`config.mk`:
```
export PLATFORM = sky130hd
export DESIGN_NAME = vga_box_renderer
export DESIGN_NICKNAME = d
export VERILOG_FILES = /design/src/rtl/vga_box_renderer.sv
export SDC_FILE = /design/constraint.sdc
export NUM_CORES = 1
export LEC_CHECK = 0
export ABC_AREA = 1
export CAP_MARGIN = 20
export CORE_ASPECT_RATIO = 0.8
export CORE_UTILIZATION = 35
export DETAILED_ROUTE_END_ITERATION = 10
export GPL_ROUTABILITY_DRIVEN = 0
export PLACE_DENSITY = 0.58
export SYNTH_ARGS = -nofsm -noshare
export SYNTH_HDL_FRONTEND = slang
export SYNTH_SLANG_ARGS = --single-unit
```
`constraint.sdc`:
```
create_clock -name iClk -period 3 [get_ports iClk]
set_clock_uncertainty 0.1 [all_clocks]
set_input_delay 0.3 -clock iClk [delete_from_list [all_inputs] [get_ports iClk]]
set_output_delay 0.3 -clock iClk [all_outputs]
set_load 0.05 [all_outputs]
```
`src/rtl/vga_box_renderer.sv`:
```
// Colour stage behind VGA_timings: draws a bouncing square box and re-times the sync pulses.
// All outputs are registered, so RGB and sync lag the input counters by exactly one clock.
module vga_box_renderer #(
    parameter int          WIDTH    = 640,
    parameter int          HEIGHT   = 480,
    parameter int          BOX_SIZE = 32,
    parameter int          STEP     = 1,
    parameter logic [11:0] BG_COLOR = 12'h000
) (
    input  logic       iClk,
    input  logic       iRst,
    input  logic [9:0] iCountH,
    input  logic [9:0] iCountV,
    input  logic       iHS,
    input  logic       iVS,
    output logic [3:0] oRed,
    output logic [3:0] oGreen,
    output logic [3:0] oBlue,
    output logic       oHS,
    output logic       oVS,
    output logic       oFrameTick,
    output logic [9:0] dbg_pos_x,
    output logic [9:0] dbg_pos_y,
    output logic       dbg_dir_x,
    output logic       dbg_dir_y,
    output logic [1:0] dbg_col_idx
);

    typedef enum logic {DIR_INC = 1'b0, DIR_DEC = 1'b1} dir_t;

    localparam logic [10:0] W11    = 11'(WIDTH);
    localparam logic [10:0] H11    = 11'(HEIGHT);
    localparam logic [10:0] BOX11  = 11'(BOX_SIZE);
    localparam logic [10:0] STEP11 = 11'(STEP);
    localparam logic [9:0]  STEP10 = 10'(STEP);
    localparam logic [9:0]  X_MAX  = 10'(WIDTH - BOX_SIZE);
    localparam logic [9:0]  Y_MAX  = 10'(HEIGHT - BOX_SIZE);

    logic [9:0]  pos_x, pos_y, pos_x_nxt, pos_y_nxt;
    dir_t        dir_x, dir_y, dir_x_nxt, dir_y_nxt;
    logic [1:0]  col_idx;
    logic        bounce_x, bounce_y;
    logic        tick, visible, in_box;
    logic [11:0] palette_col, color_nxt;

    // First pixel of the first blanking line; the only cycle where motion state changes.
    assign tick = (iCountH == 10'd0) && ({1'b0, iCountV} == H11);

    always_comb begin
        pos_x_nxt = pos_x;
        dir_x_nxt = dir_x;
        bounce_x  = 1'b0;
        case (dir_x)
            DIR_INC: begin
                if ({1'b0, pos_x} + BOX11 + STEP11 > W11) begin
                    pos_x_nxt = X_MAX;
                    dir_x_nxt = DIR_DEC;
                    bounce_x  = 1'b1;
                end else begin
                    pos_x_nxt = pos_x + STEP10;
                end
            end
            DIR_DEC: begin
                if ({1'b0, pos_x} < STEP11) begin
                    pos_x_nxt = 10'd0;
                    dir_x_nxt = DIR_INC;
                    bounce_x  = 1'b1;
                end else begin
                    pos_x_nxt = pos_x - STEP10;
                end
            end
            default: dir_x_nxt = DIR_INC;
        endcase
    end

    always_comb begin
        pos_y_nxt = pos_y;
        dir_y_nxt = dir_y;
        bounce_y  = 1'b0;
        case (dir_y)
            DIR_INC: begin
                if ({1'b0, pos_y} + BOX11 + STEP11 > H11) begin
                    pos_y_nxt = Y_MAX;
                    dir_y_nxt = DIR_DEC;
                    bounce_y  = 1'b1;
                end else begin
                    pos_y_nxt = pos_y + STEP10;
                end
            end
            DIR_DEC: begin
                if ({1'b0, pos_y} < STEP11) begin
                    pos_y_nxt = 10'd0;
                    dir_y_nxt = DIR_INC;
                    bounce_y  = 1'b1;
                end else begin
                    pos_y_nxt = pos_y - STEP10;
                end
            end
            default: dir_y_nxt = DIR_INC;
        endcase
    end

    // 11-bit compares keep pos + BOX_SIZE from wrapping near the right/bottom edge.
    assign visible = ({1'b0, iCountH} < W11) && ({1'b0, iCountV} < H11);
    assign in_box  = ({1'b0, iCountH} >= {1'b0, pos_x}) && ({1'b0, iCountH} < {1'b0, pos_x} + BOX11) &&
                     ({1'b0, iCountV} >= {1'b0, pos_y}) && ({1'b0, iCountV} < {1'b0, pos_y} + BOX11);

    always_comb begin
        palette_col = 12'hF00;
        case (col_idx)
            2'd0: palette_col = 12'hF00;
            2'd1: palette_col = 12'h0F0;
            2'd2: palette_col = 12'h00F;
            2'd3: palette_col = 12'hFF0;
            default: palette_col = 12'hF00;
        endcase
        color_nxt = 12'h000;
        if (visible) color_nxt = in_box ? palette_col : BG_COLOR;
    end

    always_ff @(posedge iClk) begin
        if (iRst) begin
            {oRed, oGreen, oBlue} <= 12'h000;
            oHS        <= 1'b0;
            oVS        <= 1'b0;
            oFrameTick <= 1'b0;
            pos_x      <= 10'd0;
            pos_y      <= 10'd0;
            dir_x      <= DIR_INC;
            dir_y      <= DIR_INC;
            col_idx    <= 2'd0;
        end else begin
            {oRed, oGreen, oBlue} <= color_nxt;
            oHS        <= iHS;
            oVS        <= iVS;
            oFrameTick <= tick;
            if (tick) begin
                pos_x <= pos_x_nxt;
                pos_y <= pos_y_nxt;
                dir_x <= dir_x_nxt;
                dir_y <= dir_y_nxt;
                // A corner hit bounces both axes but advances the colour only once.
                if (bounce_x || bounce_y) col_idx <= col_idx + 2'd1;
            end
        end
    end

    assign dbg_pos_x   = pos_x;
    assign dbg_pos_y   = pos_y;
    assign dbg_dir_x   = dir_x;
    assign dbg_dir_y   = dir_y;
    assign dbg_col_idx = col_idx;

endmodule

```
# Word level (Yosys, flattened, before mapping)
# Index checks and enable logic that the tools add are counted.
# totals
ff_bits,39
in_bits,24
wordCells,65
# op_classes
add_sub_neg,9
magnitude_cmp,10
n_eq_ne,4
mux,17
bitwise_logic,4
n_reduce_logical,10
# ops
operator,n
$pmux W12 S4,1
$mux W10,4
$pmux W10 S2,2
$add A10 B6 Y11 const B,2
$add A11 B1 Y11 const B,2
$lt A10 B11 Y1,2
$add A10 B1 Y10 const B,2
$ge A10 B10 Y1,2
$lt A10 B1 Y1 const B,2
$sub A10 B1 Y10 const B,2
$gt A11 B10 Y1 const B,1
$gt A11 B9 Y1 const B,1
$eq A10 B9 Y1 const B,1
$logic_not A10 Y1,1
$lt A10 B10 Y1 const B,1
$lt A10 B9 Y1 const B,1
$pmux W1 S2,4
$mux W1,6
$logic_and A1 B1 Y1,5
$eq A2 B2 Y1 const B,2
$not A1 Y1,4
$reduce_or A3 Y1,1
$add A2 B1 Y2 const B,1
$eq A2 B1 Y1 const B,1
3 further kinds,3

# Longest topological paths before layout
# Gate-level depths: netlist of run 1.
# logic_depth
word_depth,7
mapped_depth,17

# Least setup slack after synthesis of run 1
# No wires, ideal clock.
# synth_timing
path_kind,reg2reg
start,"reg pos_x[5], in the netlist dbg_pos_x[5]"
end,reg oGreen[2]
setup_ns,0.115
arrival_ns,2.460
required_ns,2.785
slack_ns,0.325
stages_incl_launch_ff,17
cell_sequence,dfxtp_1 -> inv_1 -> ha_1 -> inv_1 -> ha_1 -> inv_1 -> nor2_1 -> nand3_1 -> o21bai_1 -> nand2_1 -> nand2_1 -> nand3_1 -> nand3_1 -> nand2_1 -> nand2_1 -> nand4_1 -> nor2_1
# synth_between
elab_chain_len,7
elab_cells_between_ends,8
classes_between,1 x add/sub; 2 x order compare; 1 x bitwise; 4 x reduce/logical
# synth_lines
element,line_no,rtl
"start, declared",39,"logic [9:0] pos_x, pos_y, pos_x_nxt, pos_y_nxt;"
"start signal, assigned",138,pos_x <= pos_x_nxt;
$add A10 B6 Y11,105,"assign in_box = ({1'b0, iCountH} >= {1'b0, pos_x}) && ({1'b0, iCountH} < {1'b0, pos_x} + BOX11) &&"
$lt A10 B11 Y1,105,
$logic_and A1 B1 Y1 (*) (2 in a row),105,
$logic_and A1 B1 Y1 (*),106,"({1'b0, iCountV} >= {1'b0, pos_y}) && ({1'b0, iCountV} < {1'b0, pos_y} + BOX11);"
$not A1 Y1 (no line) (*),n/a,
$reduce_or A3 Y1 (no line) (*),n/a,
"end signal, assigned",133,"{oRed, oGreen, oBlue} <= color_nxt;"
"end, declared",17,"output logic [3:0] oGreen,"
# Every way passes the cells marked *; elsewhere a longest branch is shown, timed or not.
# A chain may end at the register's enable or synchronous reset.

# Worst setup path after layout of run 1
# layout_timing
start,"reg pos_y[5], in the netlist dbg_pos_y[5]"
end,reg oBlue[2]
# layout_between
elab_chain_len,5
elab_cells_between_ends,7
classes_between,1 x add/sub; 2 x order compare; 1 x bitwise; 3 x reduce/logical
# layout_lines
element,line_no,rtl
"start, declared",39,
"start signal, assigned",139,pos_y <= pos_y_nxt;
$add A10 B6 Y11 or $ge A10 B10 Y1 (tied branches),106,
$lt A10 B11 Y1 or $logic_and A1 B1 Y1 (tied branches),"106, 105",
$logic_and A1 B1 Y1 (*),106,
$not A1 Y1 (no line) (*),n/a,
$reduce_or A3 Y1 (no line) (*),n/a,
"end signal, assigned",133,
"end, declared",18,"output logic [3:0] oBlue,"
# Marks and branches as above.

==> results.toml, run 1 <==
[run_status]
status = "completed"

[worst_hold_path]
min-delay-path-class = "reg -> reg"

[clocking]
cts_buffers = 5
numClockSinks = 30
cts_setup_buffers = 0
hold_buffers = 0
cts_tree = "yes"
ctsRootBufferMaster = "clkbuf_16"
cts.reportedPaths.clkPinSlew_ns = 0.05
clk_latency_ns = 0.27
ctsResizeCount = 0
htreeDepth = 2
clockBufferDepth = 2

[global_routing]
overflow = 0
grt_pass1_vias = 3076
grt_first_pass_wirelength_um = 15570
grt_util_all_layers = 0.2064
grt_max_degree = 17
antenna_found_initial = 0

[floorplan]
die_width_um = 110.4
core_um2 = 9076
start_util = 0.3624
fp.dieArea_um2 = 9792
io_pins = 63
rows = 31
dieHeight_um = 88.71

[yosys]
yosysTopAreaCellShare = 0.1826
synth_area_um2 = 3289
synth_flop_cell = "dfxtp_1"
synth_enable_flop_cells = 0
synthTopCellsByArea = "dfxtp_1, ha_1, nand2_1"
yosysSeqAreaShare = 0.1826
async_reset_ff_frac = 0
synth_top_cell_by_area = "dfxtp_1"
yosysWarningCount = 0
synth_cell_types = 36
syn-num-nets = 571
syn_area_per_cell_um2 = 6.514
syn_inst = 505
synth_seq_cells = 30

[route]
wl_per_cell_um = 14.13
drtPass1Iterations = 5
vias = 3418
wl_um = 9464
drc = 0
initialDrtViolationCount = 182
ant_nets = 0
vias_per_cell = 5.101

[sta]
timing.hold.ws_ns = 0.4114
final-max-slew-violation-count = 0
setup_tns_ns = 0
period_minus_slack_ns = 2.647
hold_viol = 0
rsz0062_at_grt = "no"
fin_crit_sh = 0.8824
timing.final.ws_setup_ns = 0.3528
finalSetupViolCount = 0
relSlewSlack = 0.6382
max_clock_freq_ghz = 0.3778
worst_slew_pin_slew_ns = 0.5409

[final_layout]
design_area_um2 = 4074
nets = 621
antenna_cells = 0
fill_cells = 944
areaGrowthSynthToFinish_pct = 23.85
drive_gt1_frac = 0.07568

[power_and_ir_drop]
static-leakage-power_nw = 1.768
p_per_area_nw_per_um2 = 242.1
p_total_w = 0.0009862
ir_drop_v = 0.0001914

[worst_setup_path]
end_kind = "flop"
crit_fanout = 10
cp.arrival_ns = 2.75
worstPathRequired_ns = 3.10
worst_setup_path_start_kind = "flop"
critical_path_class = "reg -> reg"

[flow_run]
drv_cap = 0

[placed_design]
placed_area_um2 = 3941
dpl_worst_slack_ns = 0.4076
dp_hpwl_um = 7716
portBuffers = 62
## worst paths after layout
kind / from / endpoint / slack (ns) / cells after the start
setup / recovery: dbg_pos_y[5]$_SDFFE_PP0P_ / oBlue[2]$_SDFF_PP0_ / 0.35 / 13
hold / removal: dbg_dir_x$_SDFFE_PP0P_ / dbg_dir_x$_SDFFE_PP0P_ / 0.41 / 2
setup reg to reg: dbg_pos_y[5]$_SDFFE_PP0P_ / oBlue[2]$_SDFF_PP0_ / 0.35 / 13
hold reg to reg: dbg_dir_x$_SDFFE_PP0P_ / dbg_dir_x$_SDFFE_PP0P_ / 0.41 / 2
## power breakdown
| part | switching, W | leakage (nW) | internal, W |
|---|---|---|---|
| Combinational | 0.0000636 | 1.46 | 0.0000592 |
| Sequential | 0.000000490 | 0.242 | 0.000401 |
| Clock | 0.000160 | 0.0640 | 0.000302 |
## placed cells by master, fill, tap and decap left out, drive strengths merged
cell type      instances
clkbuf                 7
xor2                  20
nand3b                 1
a21o                   3
a21oi                 31
o21bai                 3
nand3                 41
o221ai                 1
dfxtp                 30
and2                   1
o2111ai                1
nor4                   5
buf                    4
nand4                 12
a31oi                 13
o21ai                 39
nand2                 92
ha                    42
clkdlybuf4s50         62
a211oi                 2
inv                   68
nor3                  10
o21a                   1
or2                    6
o41ai                  1
nor2                  58
a21boi                 1
## worst max-delay path: stages (launching register included)
cell and delay [ns]:
dfxtp_1 0.58, inv_1 0.20, ha_1 0.36, inv_1 0.07, ha_1 0.31, a21oi_1 0.13
o21ai_0 0.09, o21ai_0 0.17, nand2_1 0.07, nand2_1 0.06, a21oi_1 0.06, nor2_1 0.10
nand4_1 0.16, nor2_1 0.13
## state kept, by name (all words and copies together), names as in the netlist
name         count
oVS              1
dbg_dir_y        1
dbg_col_idx      2
oFrameTick       1
oRed             1
oGreen           1
oBlue            1
dbg_dir_x        1
dbg_pos_y       10
oHS              1
dbg_pos_x       10
## cells in the mapped netlist, types with 2 or more instances
cell type / count
a211oi_1: 2
a21o_1: 3
a21oi_1: 31
a31oi_1: 13
buf_2: 6
buf_4: 13
clkbuf_1: 4
dfxtp_1: 30
ha_1: 42
inv_1: 59
inv_2: 9
nand2_1: 86
nand2_2: 6
nand3_1: 37
nand3_2: 4
nand4_1: 12
nor2_1: 52
nor2_2: 5
nor3_1: 9
nor4_1: 5
o21ai_0: 36
o21ai_1: 3
o21bai_1: 3
or2_2: 5
xor2_1: 18
xor2_2: 2
## metal layers
layer	wire (µm)	GRT usage
met3	569	0.04345
met4	83	0.04187
met1	5007	0.3085
met5	0	0
met2	3803	0.3010
## cell type report
class                      instances  area [µm²]  area share
sequential                        30       600.6      0.1474
multi-input combinational        384        2291      0.5623
tap                              115       143.9     0.03532
timing repair buffer              66       650.6      0.1597
inverter                          68       255.2     0.06265
clock buffer                       7       132.6     0.03256
## logic make-up after synthesis
kind of cell,synth area share
fa+ha+maj,0.1598
compound gates,0.1620
simple gates,0.3169
xor+xnor,0.05782
buf+inv,0.1210
flops,0.1826
## through the flow
step | cells | utilization
floorplan | 505 | -
global placement | 663 | 0.4342
detailed placement | 663 | 0.4342
CTS | 670 | 0.4489
global route | 670 | 0.4489
finish | 670 | 0.4489
Note: power is estimated with default switching activity, not from simulation.
==> run 2: changes to the inputs <==
--- a/config.mk
+++ b/config.mk
@@ -6,12 +6,14 @@
 export NUM_CORES = 1
 export LEC_CHECK = 0
 export ABC_AREA = 1
-export CAP_MARGIN = 20
+export CAP_MARGIN = 5
 export CORE_ASPECT_RATIO = 0.8
 export CORE_UTILIZATION = 35
 export DETAILED_ROUTE_END_ITERATION = 10
 export GPL_ROUTABILITY_DRIVEN = 0
 export PLACE_DENSITY = 0.58
+export SKIP_LAST_GASP = 1
+export SLEW_MARGIN = 20
 export SYNTH_ARGS = -nofsm -noshare
 export SYNTH_HDL_FRONTEND = slang
 export SYNTH_SLANG_ARGS = --single-unit
==> results of run 2 <==
Final layout, timing and power as in run 1 (identical DEF).
==> run 3: changes to the inputs <==
--- a/config.mk
+++ b/config.mk
@@ -10,8 +10,9 @@
 export CORE_ASPECT_RATIO = 0.8
 export CORE_UTILIZATION = 35
 export DETAILED_ROUTE_END_ITERATION = 10
+export DONT_BUFFER_PORTS = 1
 export GPL_ROUTABILITY_DRIVEN = 0
-export PLACE_DENSITY = 0.58
+export PLACE_DENSITY = 0.49
 export SKIP_LAST_GASP = 1
 export SLEW_MARGIN = 20
 export SYNTH_ARGS = -nofsm -noshare
==> run 3 against run 2 <==
Critical path depth is the same. Power fell by 2.4%. Sequential power increased by 1%. Sequential share of layout area rose by 2.0 points. Largest power group unchanged.
==> results.toml, run 3 (synthesis results as in run 1) <==
[run_status]
status = "completed"

[worst_setup_path]
critical_path_class = "reg -> reg"
end_kind = "flop"
crit_fanout = 6
worst_setup_path_start_kind = "flop"
worstPathRequired_ns = 3.10
cp.arrival_ns = 2.58

[sta]
rsz0062_at_grt = "no"
timing.hold.ws_ns = 0.02038
timing.final.ws_setup_ns = 0.5176
period_minus_slack_ns = 2.482
relSlewSlack = 0.3290
setup_tns_ns = 0
max_clock_freq_ghz = 0.4028
worst_slew_pin_slew_ns = 1.009
hold_viol = 0
fin_crit_sh = 0.8275
finalSetupViolCount = 0
final-max-slew-violation-count = 0

[floorplan]
core_um2 = 9076
rows = 31
io_pins = 63
dieHeight_um = 88.71
fp.dieArea_um2 = 9792
die_width_um = 110.4
start_util = 0.3624

[placed_design]
portBuffers = 0
dp_hpwl_um = 7905
dpl_worst_slack_ns = 0.5731
dp.cells = 621

[route]
vias = 3337
drtPass1Iterations = 5
wl_per_cell_um = 15.52
drc = 0
wl_um = 9762
initialDrtViolationCount = 326
vias_per_cell = 5.305
ant_nets = 0

[final_layout]
final_common_cell = "nand2_1"
nets = 580
antenna_cells = 0
drive_gt1_frac = 0.1304
fin_cells = 629
areaGrowthSynthToFinish_pct = 10.04
mostFrequentLayoutCells = "nand2_1, inv_1, nor2_1"

[global_routing]
grt_max_degree = 26
grt-busiest-layer = "met1"
grt_util_all_layers = 0.2092
grt_pass1_vias = 2998
antenna_found_initial = 0
met1_usage = 0.3329
use_met3 = 0.04197
grt_first_pass_wirelength_um = 15640
use_met2 = 0.2851
overflow = 0

[worst_hold_path]
min-delay-path-class = "in -> reg"

[power_and_ir_drop]
p_per_area_nw_per_um2 = 266.0
static-leakage-power_nw = 1.666
ir_drop_v = 0.0002366
p_total_w = 0.0009628

[clocking]
ctsRootBufferMaster = "clkbuf_16"
numClockSinks = 30
cts_buffers = 5
clockBufferDepth = 2
cts.reportedPaths.clkPinSlew_ns = 0.06
ctsResizeCount = 0
htreeDepth = 2
cts_tree = "yes"
clk_latency_ns = 0.28

[flow_run]
drv_cap = 0
## run 3: path summary, 6_finish.rpt
kind                            cells after the start                 startpoint  slack [ns]                   endpoint
worst max-delay path                               13  dbg_pos_y[6]$_SDFFE_PP0P_        0.52        oBlue[2]$_SDFF_PP0_
worst min-delay path                                2                        iHS        0.02             oHS$_SDFF_PP0_
worst max register to register                     13  dbg_pos_y[6]$_SDFFE_PP0P_        0.52        oBlue[2]$_SDFF_PP0_
worst min register to register                      2  dbg_pos_y[0]$_SDFFE_PP0P_        0.39  dbg_pos_y[0]$_SDFFE_PP0P_
## run 3: cell type report
class / instances / area (µm²)
Inverter: 68 / 255.2
Timing Repair Buffer: 25 / 190.2
Multi-Input combinational cell: 384 / 2291
Fill cell: 999 / 5456
Clock buffer: 5 / 125.1
Sequential cell: 30 / 604.3
Tap cell: 115 / 143.9
Clock inverter: 2 / 10.01
## run 3: worst max-delay path: stages (launching register included)
cell and delay [ns]:
dfxtp_1 0.45, inv_1 0.18, ha_1 0.37, inv_1 0.07
ha_1 0.31, a21oi_1 0.12, o21ai_0 0.09, o21ai_0 0.16
nand2_1 0.07, nand2_1 0.05, a21oi_1 0.05, nor2_1 0.10
nand4_1 0.15, nor2_1 0.12
## run 3: where the power goes
part           switching, W  leakage (nW)   total, W  internal (W)
clock              0.000185        0.0694   0.000484      0.000299
sequential       0.00000697         0.244   0.000407      0.000400
combinational     0.0000411          1.35  0.0000714     0.0000302
total              0.000233          1.67   0.000963      0.000730
## run 3: repair_timing
item	in CTS	in global routing
endpoints found under the hold margin	12	0
setup buffers	0	0
hold buffers	1	0
## run 3: per-stage QoR
step / cell area, µm² / util
3_3_place_gp: 3475 / 0.3828
5_1_grt: 3620 / 0.3988
4_1_cts: 3620 / 0.3988
2_1_floorplan: 3289 / -
3_5_place_dp: 3475 / 0.3828
6_report: 3620 / 0.3988
## run 3: per-layer routing
| metal | share of wire | up-vias |
|---|---|---|
| li1 | - | 1693 |
| met1 | 0.53 | 1514 |
| met2 | 0.38 | 123 |
| met3 | 0.088 | 7 |
| met4 | 0.0047 | 0 |
| met5 | 0 | - |
